<file path="config.mk">
export PLATFORM = sky130hd
export DESIGN_NAME = instr_fetch_flat
export DESIGN_NICKNAME = d
export VERILOG_FILES = /design/src/rtl/instr_fetch_if.sv /design/src/rtl/instr_fetch.sv /design/src/flat_wrapper.sv
export SDC_FILE = /design/constraint.sdc
export NUM_CORES = 1
export LEC_CHECK = 0
export CAP_MARGIN = 20
export CORE_UTILIZATION = 45
export CTS_CLUSTER_SIZE = 12
export DETAILED_ROUTE_END_ITERATION = 10
export GPL_TIMING_DRIVEN = 1
export PLACE_DENSITY = 0.91
export SLEW_MARGIN = 20
export SYNTH_ARGS = -nofsm -noshare
export SYNTH_HDL_FRONTEND = slang
export SYNTH_SLANG_ARGS = --single-unit
export TNS_END_PERCENT = 100
</file>
<file path="constraint.sdc">
create_clock -name clk -period 4.3 [get_ports clk]
set_input_delay 1.29 -clock clk [delete_from_list [all_inputs] [get_ports clk]]
set_output_delay 1.29 -clock clk [all_outputs]
set_load 0.01 [all_outputs]
</file>
<file path="src/rtl/instr_fetch_if.sv">
// Instruction-memory read channel between the fetch stage and memory.
// Request is held by the master until the slave acknowledges it.
interface instr_fetch_if #(
    parameter int ADDR_W = 32
);
    logic              imem_req;
    logic [ADDR_W-1:0] imem_addr;
    logic              imem_ack;
    logic [31:0]       imem_rdata;

    modport master (
        output imem_req, imem_addr,
        input  imem_ack, imem_rdata
    );

    modport slave (
        input  imem_req, imem_addr,
        output imem_ack, imem_rdata
    );
endinterface

</file>
<file path="src/rtl/instr_fetch.sv">
// Instruction fetch stage: PC, instruction register and next-PC resolution.
// One instruction in flight; each one takes at least REQ + ISSUE cycles.
module instr_fetch #(
    parameter int                ADDR_W   = 32,
    parameter logic [ADDR_W-1:0] RESET_PC = '0
) (
    input  logic              clk,
    input  logic              reset,
    instr_fetch_if.master     imem,
    output logic [31:0]       instr,
    output logic [5:0]        opcode,
    output logic              instr_valid,
    input  logic              ex_hold,
    input  logic              branch,
    input  logic              zero,
    input  logic              bgtz,
    input  logic              gtz,
    input  logic              jump,
    input  logic              jal,
    input  logic              jsp,
    input  logic [ADDR_W-1:0] jsp_target,
    output logic [ADDR_W-1:0] pc,
    output logic [ADDR_W-1:0] link,
    output logic              addr_err
);

    typedef enum logic [1:0] {
        IDLE,
        REQ,
        ISSUE
    } state_t;

    state_t            state;
    state_t            state_n;
    logic              load_ir;
    logic              advance;
    logic [ADDR_W-1:0] pc4;
    logic [ADDR_W-1:0] br_off;
    logic [ADDR_W-1:0] br_target;
    logic [ADDR_W-1:0] j_target;
    logic [ADDR_W-1:0] next_pc;
    logic              jsp_misaligned;

    always_ff @(posedge clk) begin
        if (reset) state <= IDLE;
        else       state <= state_n;
    end

    always_comb begin
        state_n = state;
        unique case (state)
            IDLE:    state_n = REQ;
            REQ:     if (imem.imem_ack) state_n = ISSUE;
            ISSUE:   if (!ex_hold) state_n = REQ;
            default: state_n = IDLE;
        endcase
    end

    always_comb begin
        imem.imem_req = 1'b0;
        instr_valid   = 1'b0;
        load_ir       = 1'b0;
        advance       = 1'b0;
        unique case (state)
            REQ: begin
                imem.imem_req = 1'b1;
                load_ir       = imem.imem_ack;
            end
            ISSUE: begin
                instr_valid = 1'b1;
                advance     = !ex_hold;
            end
            default: ;
        endcase
    end

    assign imem.imem_addr = pc;
    assign opcode         = instr[31:26];
    assign link           = pc4;

    assign pc4       = pc + ADDR_W'(4);
    assign br_off    = {{(ADDR_W-18){instr[15]}}, instr[15:0], 2'b00};
    assign br_target = pc4 + br_off;
    assign j_target  = {pc4[ADDR_W-1:28], instr[25:0], 2'b00};

    assign jsp_misaligned = jsp && (jsp_target[1:0] != 2'b00);

    // Stack-pointer return wins over every other redirect.
    always_comb begin
        next_pc = pc4;
        if (jsp)
            next_pc = {jsp_target[ADDR_W-1:2], 2'b00};
        else if (jump || jal)
            next_pc = j_target;
        else if ((branch && zero) || (bgtz && gtz))
            next_pc = br_target;
    end

    always_ff @(posedge clk) begin
        if (reset) begin
            pc       <= RESET_PC;
            instr    <= '0;
            addr_err <= 1'b0;
        end else begin
            if (load_ir)
                instr <= imem.imem_rdata;
            if (advance) begin
                pc <= next_pc;
                if (jsp_misaligned)
                    addr_err <= 1'b1;
            end
        end
    end

endmodule

</file>
<file path="src/flat_wrapper.sv">
// flat-port wrapper written by rule: the top's interface ports become plain ports
module instr_fetch_flat 
#(
    parameter int                ADDR_W   = 32,
    parameter logic [ADDR_W-1:0] RESET_PC = '0
)
  (clk, reset, instr, opcode, instr_valid, ex_hold, branch, zero, bgtz, gtz, jump, jal, jsp, jsp_target, pc, link, addr_err, imem_imem_req, imem_imem_addr, imem_imem_ack, imem_imem_rdata);
  instr_fetch_if #(.ADDR_W(ADDR_W)) imem_i ();
  input  logic clk;
  input  logic reset;
  output logic [31:0] instr;
  output logic [5:0] opcode;
  output logic instr_valid;
  input  logic ex_hold;
  input  logic branch;
  input  logic zero;
  input  logic bgtz;
  input  logic gtz;
  input  logic jump;
  input  logic jal;
  input  logic jsp;
  input  logic [ADDR_W-1:0] jsp_target;
  output logic [ADDR_W-1:0] pc;
  output logic [ADDR_W-1:0] link;
  output logic addr_err;
  output wire logic [$bits(imem_i.imem_req)-1:0] imem_imem_req;
  output wire logic [$bits(imem_i.imem_addr)-1:0] imem_imem_addr;
  input wire logic [$bits(imem_i.imem_ack)-1:0] imem_imem_ack;
  input wire logic [$bits(imem_i.imem_rdata)-1:0] imem_imem_rdata;
  assign imem_imem_req = imem_i.imem_req;
  assign imem_imem_addr = imem_i.imem_addr;
  assign imem_i.imem_ack = imem_imem_ack;
  assign imem_i.imem_rdata = imem_imem_rdata;
  instr_fetch #(.ADDR_W(ADDR_W), .RESET_PC(RESET_PC)) u_core (.clk(clk), .reset(reset), .imem(imem_i), .instr(instr), .opcode(opcode), .instr_valid(instr_valid), .ex_hold(ex_hold), .branch(branch), .zero(zero), .bgtz(bgtz), .gtz(gtz), .jump(jump), .jal(jal), .jsp(jsp), .jsp_target(jsp_target), .pc(pc), .link(link), .addr_err(addr_err));
endmodule
</file>
**After elaboration in Yosys (flattened, before gate mapping)**

Index checks and enable logic that the tools add are counted.

- Bits in registers: 67
- Latch bits: 0
- Memory bits (writable): 0
- Memory bits (read-only): 0
- Input port bits: 75
- Output and inout bits: 137
- Logic and storage cells: 30
- Memories kept: 0

- Add/subtract/negate cells: 2
- Multipliers: 0
- Div/mod/pow operators: 0
- Order comparisons: 0
- Equality and inequality tests: 4
- Shift-type cells: 0
- Multiplexer cells: 10
- Bitwise gates (word level): 0
- Reduce and logical (&&, ||, !) cells: 10

Operators by type and width:

| kind | number |
|---|---|
| $mux W32 | 3 |
| $add A32 B3 Y32 const B | 1 |
| $add A32 B32 Y32 | 1 |
| $pmux W2 S3 | 1 |
| $mux W1 | 4 |
| $mux W2 | 2 |
| $ne A2 B2 Y1 const B | 2 |
| $reduce_and A2 Y1 | 2 |
| $logic_and A1 B1 Y1 | 3 |
| $eq A2 B1 Y1 const B | 1 |
| $eq A2 B2 Y1 const B | 1 |
| $logic_not A2 Y1 | 1 |
| $logic_or A1 B1 Y1 | 2 |
| $reduce_bool A2 Y1 | 1 |
| $logic_not A1 Y1 | 1 |

**Depth between registers and ports, before layout**

- Depth after elaboration: 5
- Depth in mapped cells: 17
- Gate-level depth less buffers: 17

**Worst setup path after synthesis**

No wires, ideal clock.

- Path kind: register -> register
- Start point: register u_core.pc[4], in the netlist u_core.imem.imem_addr[4]
- End point: register u_core.pc[23], in the netlist u_core.imem.imem_addr[23]
- Library setup time: 86 ps
- Arrival: 3,754 ps
- Required time: 4,214 ps
- Path slack: 461 ps
- Cell stages (with the launch flop): 16
- Buffers on the path: 0
- Period minus slack after synthesis: 3,839 ps
- Cell sequence: dfxtp_1 > and3_1 > and3_1 > nand3_2 > nor2_1 > xor2_1 > ha_1 > or3_1 > o211ai_1 > nand2_1 > a2111oi_0 > o21bai_1 > xnor2_1 > o211ai_1 > o21ai_0 > a211oi_1

- Word-level cells in the longest chain between the ends: 5

RTL lines:

| what | RTL line | RTL |
|---|---|---|
| from (decl) | instr_fetch.sv:22 | `output logic [ADDR_W-1:0] pc,` |
| from (signal assigned) | instr_fetch.sv:108 | `pc <= next_pc;` |
| $add A32 B3 Y32 | instr_fetch.sv:81 | `assign pc4 = pc + ADDR_W'(4);` |
| via link[11] | flat_wrapper.sv:24 | `output logic [ADDR_W-1:0] link;` |
| $add A32 B32 Y32 | instr_fetch.sv:83 | `assign br_target = pc4 + br_off;` |
| $mux W32 | instr_fetch.sv:95 | `else if ((branch && zero) \|\| (bgtz && gtz))` |
| $mux W32 | instr_fetch.sv:93 | `else if (jump \|\| jal)` |
| $mux W32 | instr_fetch.sv:91 | `if (jsp)` |

The timed path passes the listed nets, and every way through them passes these cells.
A chain may end at the register's enable or synchronous reset.

**Final worst setup path**

- Start point: register u_core.pc[13], in the netlist u_core.imem.imem_addr[13]
- End point: output port link[25]

- Word-level cells in the longest chain between the ends: 1

RTL lines:

| what | RTL line |
|---|---|
| $add A32 B3 Y32 | instr_fetch.sv:81 |
| to (decl) | flat_wrapper.sv:24 |

No other way between the ends.

==> run metrics <==
clock insertion delay at the later pin of the skew report=0.34 ns; Final ANT Viol Nets=0; # fillers=960; fin crit period=4.152 ns; CTS clk-pin slew, worst paths=0.06 ns; Detailed Routing Iterations Pass 1=5; Power Density=230.9 mW/mm^2; CP Max Fanout=6; final setup fails=0; layout cells sized above 1=8.952%; Port Buffers=205; P_leak=0.003004 uW; htree depth=3; largest net degree at the start of global routing=54; arrival time worst endpoint=2.86 ns; first-pass GRT wire length=30.28 mm; Core Area=0.01196 mm^2; # clock sinks=65; root buf cell=clkbuf_16; unrepaired setup endpoints after global routing=false; # DRC=0; Antenna Cells=0; clock buffer depth=2; CTS tree=done; final net count=1,023; Starting Density=45.96%; final cycle utilization of the critical path=96.56%; Slew Viols, Final=0; share of the synthesized area in the top cell type=23.67%; Area Overhead vs Synth=42.79%; DIE WIDTH=112.5 um; Max VDD drop=0.1950 mV; Inserted Clock Buffers=9; CP Launch Type=register; final hold slack=0.4748 ns; Comb pwr share=21.7%; f_max=240.8 MHz; GRT Overall Usage=30.48%; TNS Setup=0 ns; YS warnings=0; Synth async-reset ratio=0%; die height=112.5 um; clock power share=42.0%; Post-Route WL=19.56 mm; status=complete, no violations; Most used DFF post-synth=dfxtp_1; grt ovf=0; initial detailed-routing violation count=465; CP Capture Type=output port; Max-cap violations=0; leading area contributor after synthesis=dfxtp_1; # rows=40; EDFF count, synth=0; Yosys cell types=69; #FFs+latches synth=65; final hold vios=0; count leader, synth=nand2_1; DR vias=6,180; Reg2Reg Setup Slack=0.21 ns; I/O pins=212; HP Class=reg2reg; Post-Route Skew=0.007835 ns; Critical Path RT=3.01 ns; Seq pwr share=36.3%; Net Sw Frac=28.75%; total internal power=1291 uW; Slew @ Worst Pin=1.107 ns; routed vias/inst=5.814; largest cells by area after synthesis=dfxtp_1 24%, nand2_1 9.1%, ha_1 8.2%, a21oi_1 6.3%, buf_4 5.7%; post-layout util=65.63%; Slew HR=26.13%; post-DP HPWL=14.58 mm; Mapped Cells=746; Synth Area per Inst=7.370 um^2; Placer Congestion=1.037; Sequential cell area=0.001304 mm^2; multi-input logic area=0.003807 mm^2; power after layout=1812 uW; area of the mapped netlist=0.005498 mm^2; Synth top cells by count=133 x nand2_1, 71 x nor2_1, 69 x a21oi_1; wire per inst=18.40 um; vias in the first global route=5,790; register area share after synthesis=23.67%; sw power=521.2 uW; critical path type=reg2out; initial antenna violation count=0; die footprint=0.01266 mm^2
what timing repair did:
| item | 4_1_cts | 5_1_grt |
|---|---|---|
| gates resized for setup | 1 | 16 |
| endpoints found under the setup margin | 1 | 13 |
| hold buffers | 0 | 0 |
| pin swaps | 0 | 2 |
| setup buffers | 0 | 2 |
final timing paths:
path / from / to / cells after the start
worst min-delay path: u_core.addr_err / u_core.addr_err / 2
worst min register to register: u_core.addr_err / u_core.addr_err / 2
worst max register to register: u_core.imem.imem_addr[13] / u_core.imem.imem_addr[31] / 15
worst max-delay path: u_core.imem.imem_addr[13] / link[25] / 6
cells by family after synthesis:
kind of cell,after synthesis,share of synthesized area (%)
other,1,0.06821
and+or+nand+nor,293,24.26
buffers and inverters,86,8.921
adders and majority gates,37,8.557
AOI/OAI and AO/OA,205,24.90
DFF,65,23.67
muxes,4,0.7283
xor gates and xnor gates,55,8.899
per-stage QoR:
step,instance area (um^2),instances,setup slack [ns]
floorplan,5517,751,0.4609
global placement,7451,1045,0.2065
detailed placement,7451,1045,0.08947
CTS,7762,1061,0.02218
global route,7850,1063,0.003865
finish,7850,1063,0.1477
worst max-delay path, cell delays in order (launching register included):
cell and delay (ns):
dfxtp_2 0.42, and4_4 0.29, nand4_2 0.15, or2_4 0.32, nor3_4 0.32, xor2_1 0.41, clkdlybuf4s50_1 0.62
cell type report:
type | instances | share of cell area (%)
Clock buffer | 11 | 3.092
Clock inverter | 5 | 0.8129
Inverter | 5 | 0.2391
Multi-Input combinational cell | 600 | 48.50
Sequential cell | 65 | 16.61
Tap cell | 147 | 2.343
Timing Repair Buffer | 230 | 28.40
placed cells by master, fill, tap and decap left out, types with 5 or more instances in the layout:
cell type / instances
a21o_1: 10
xor2_1: 17
clkdlybuf4s50_1: 203
o21a_1: 10
o211ai_1: 10
nor2_1: 68
nand3_1: 16
nand2b_1: 6
dfxtp_1: 63
xnor2_1: 31
a311oi_1: 7
nor3_1: 22
conb_1: 6
and3_1: 10
inv_1: 5
ha_1: 36
o21ai_0: 31
a211oi_1: 23
nand2_1: 133
buf_4: 25
a21oi_1: 68
clkbuf_16: 9
power groups by stage:
stage	sequential (uW)	combinational [uW]	clock, uW
floorplan	672	195	0
global placement	669	379	0
detailed placement	670	384	0
CTS	657	387	770
global route	661	421	795
finish	658	393	762
flip-flops by register name, summed over array words and instances (netlist names):
name,flops
u_core.addr_err,1
u_core.imem.imem_addr,30
u_core.instr,32
u_core.state,2
layer usage:
layer	track usage [%]	wire (um)
met1	39.32	7670
met2	49.36	9076
met3	6.749	2253
met4	12.27	556
met5	0	0
(Power assumes the default switching activity.)
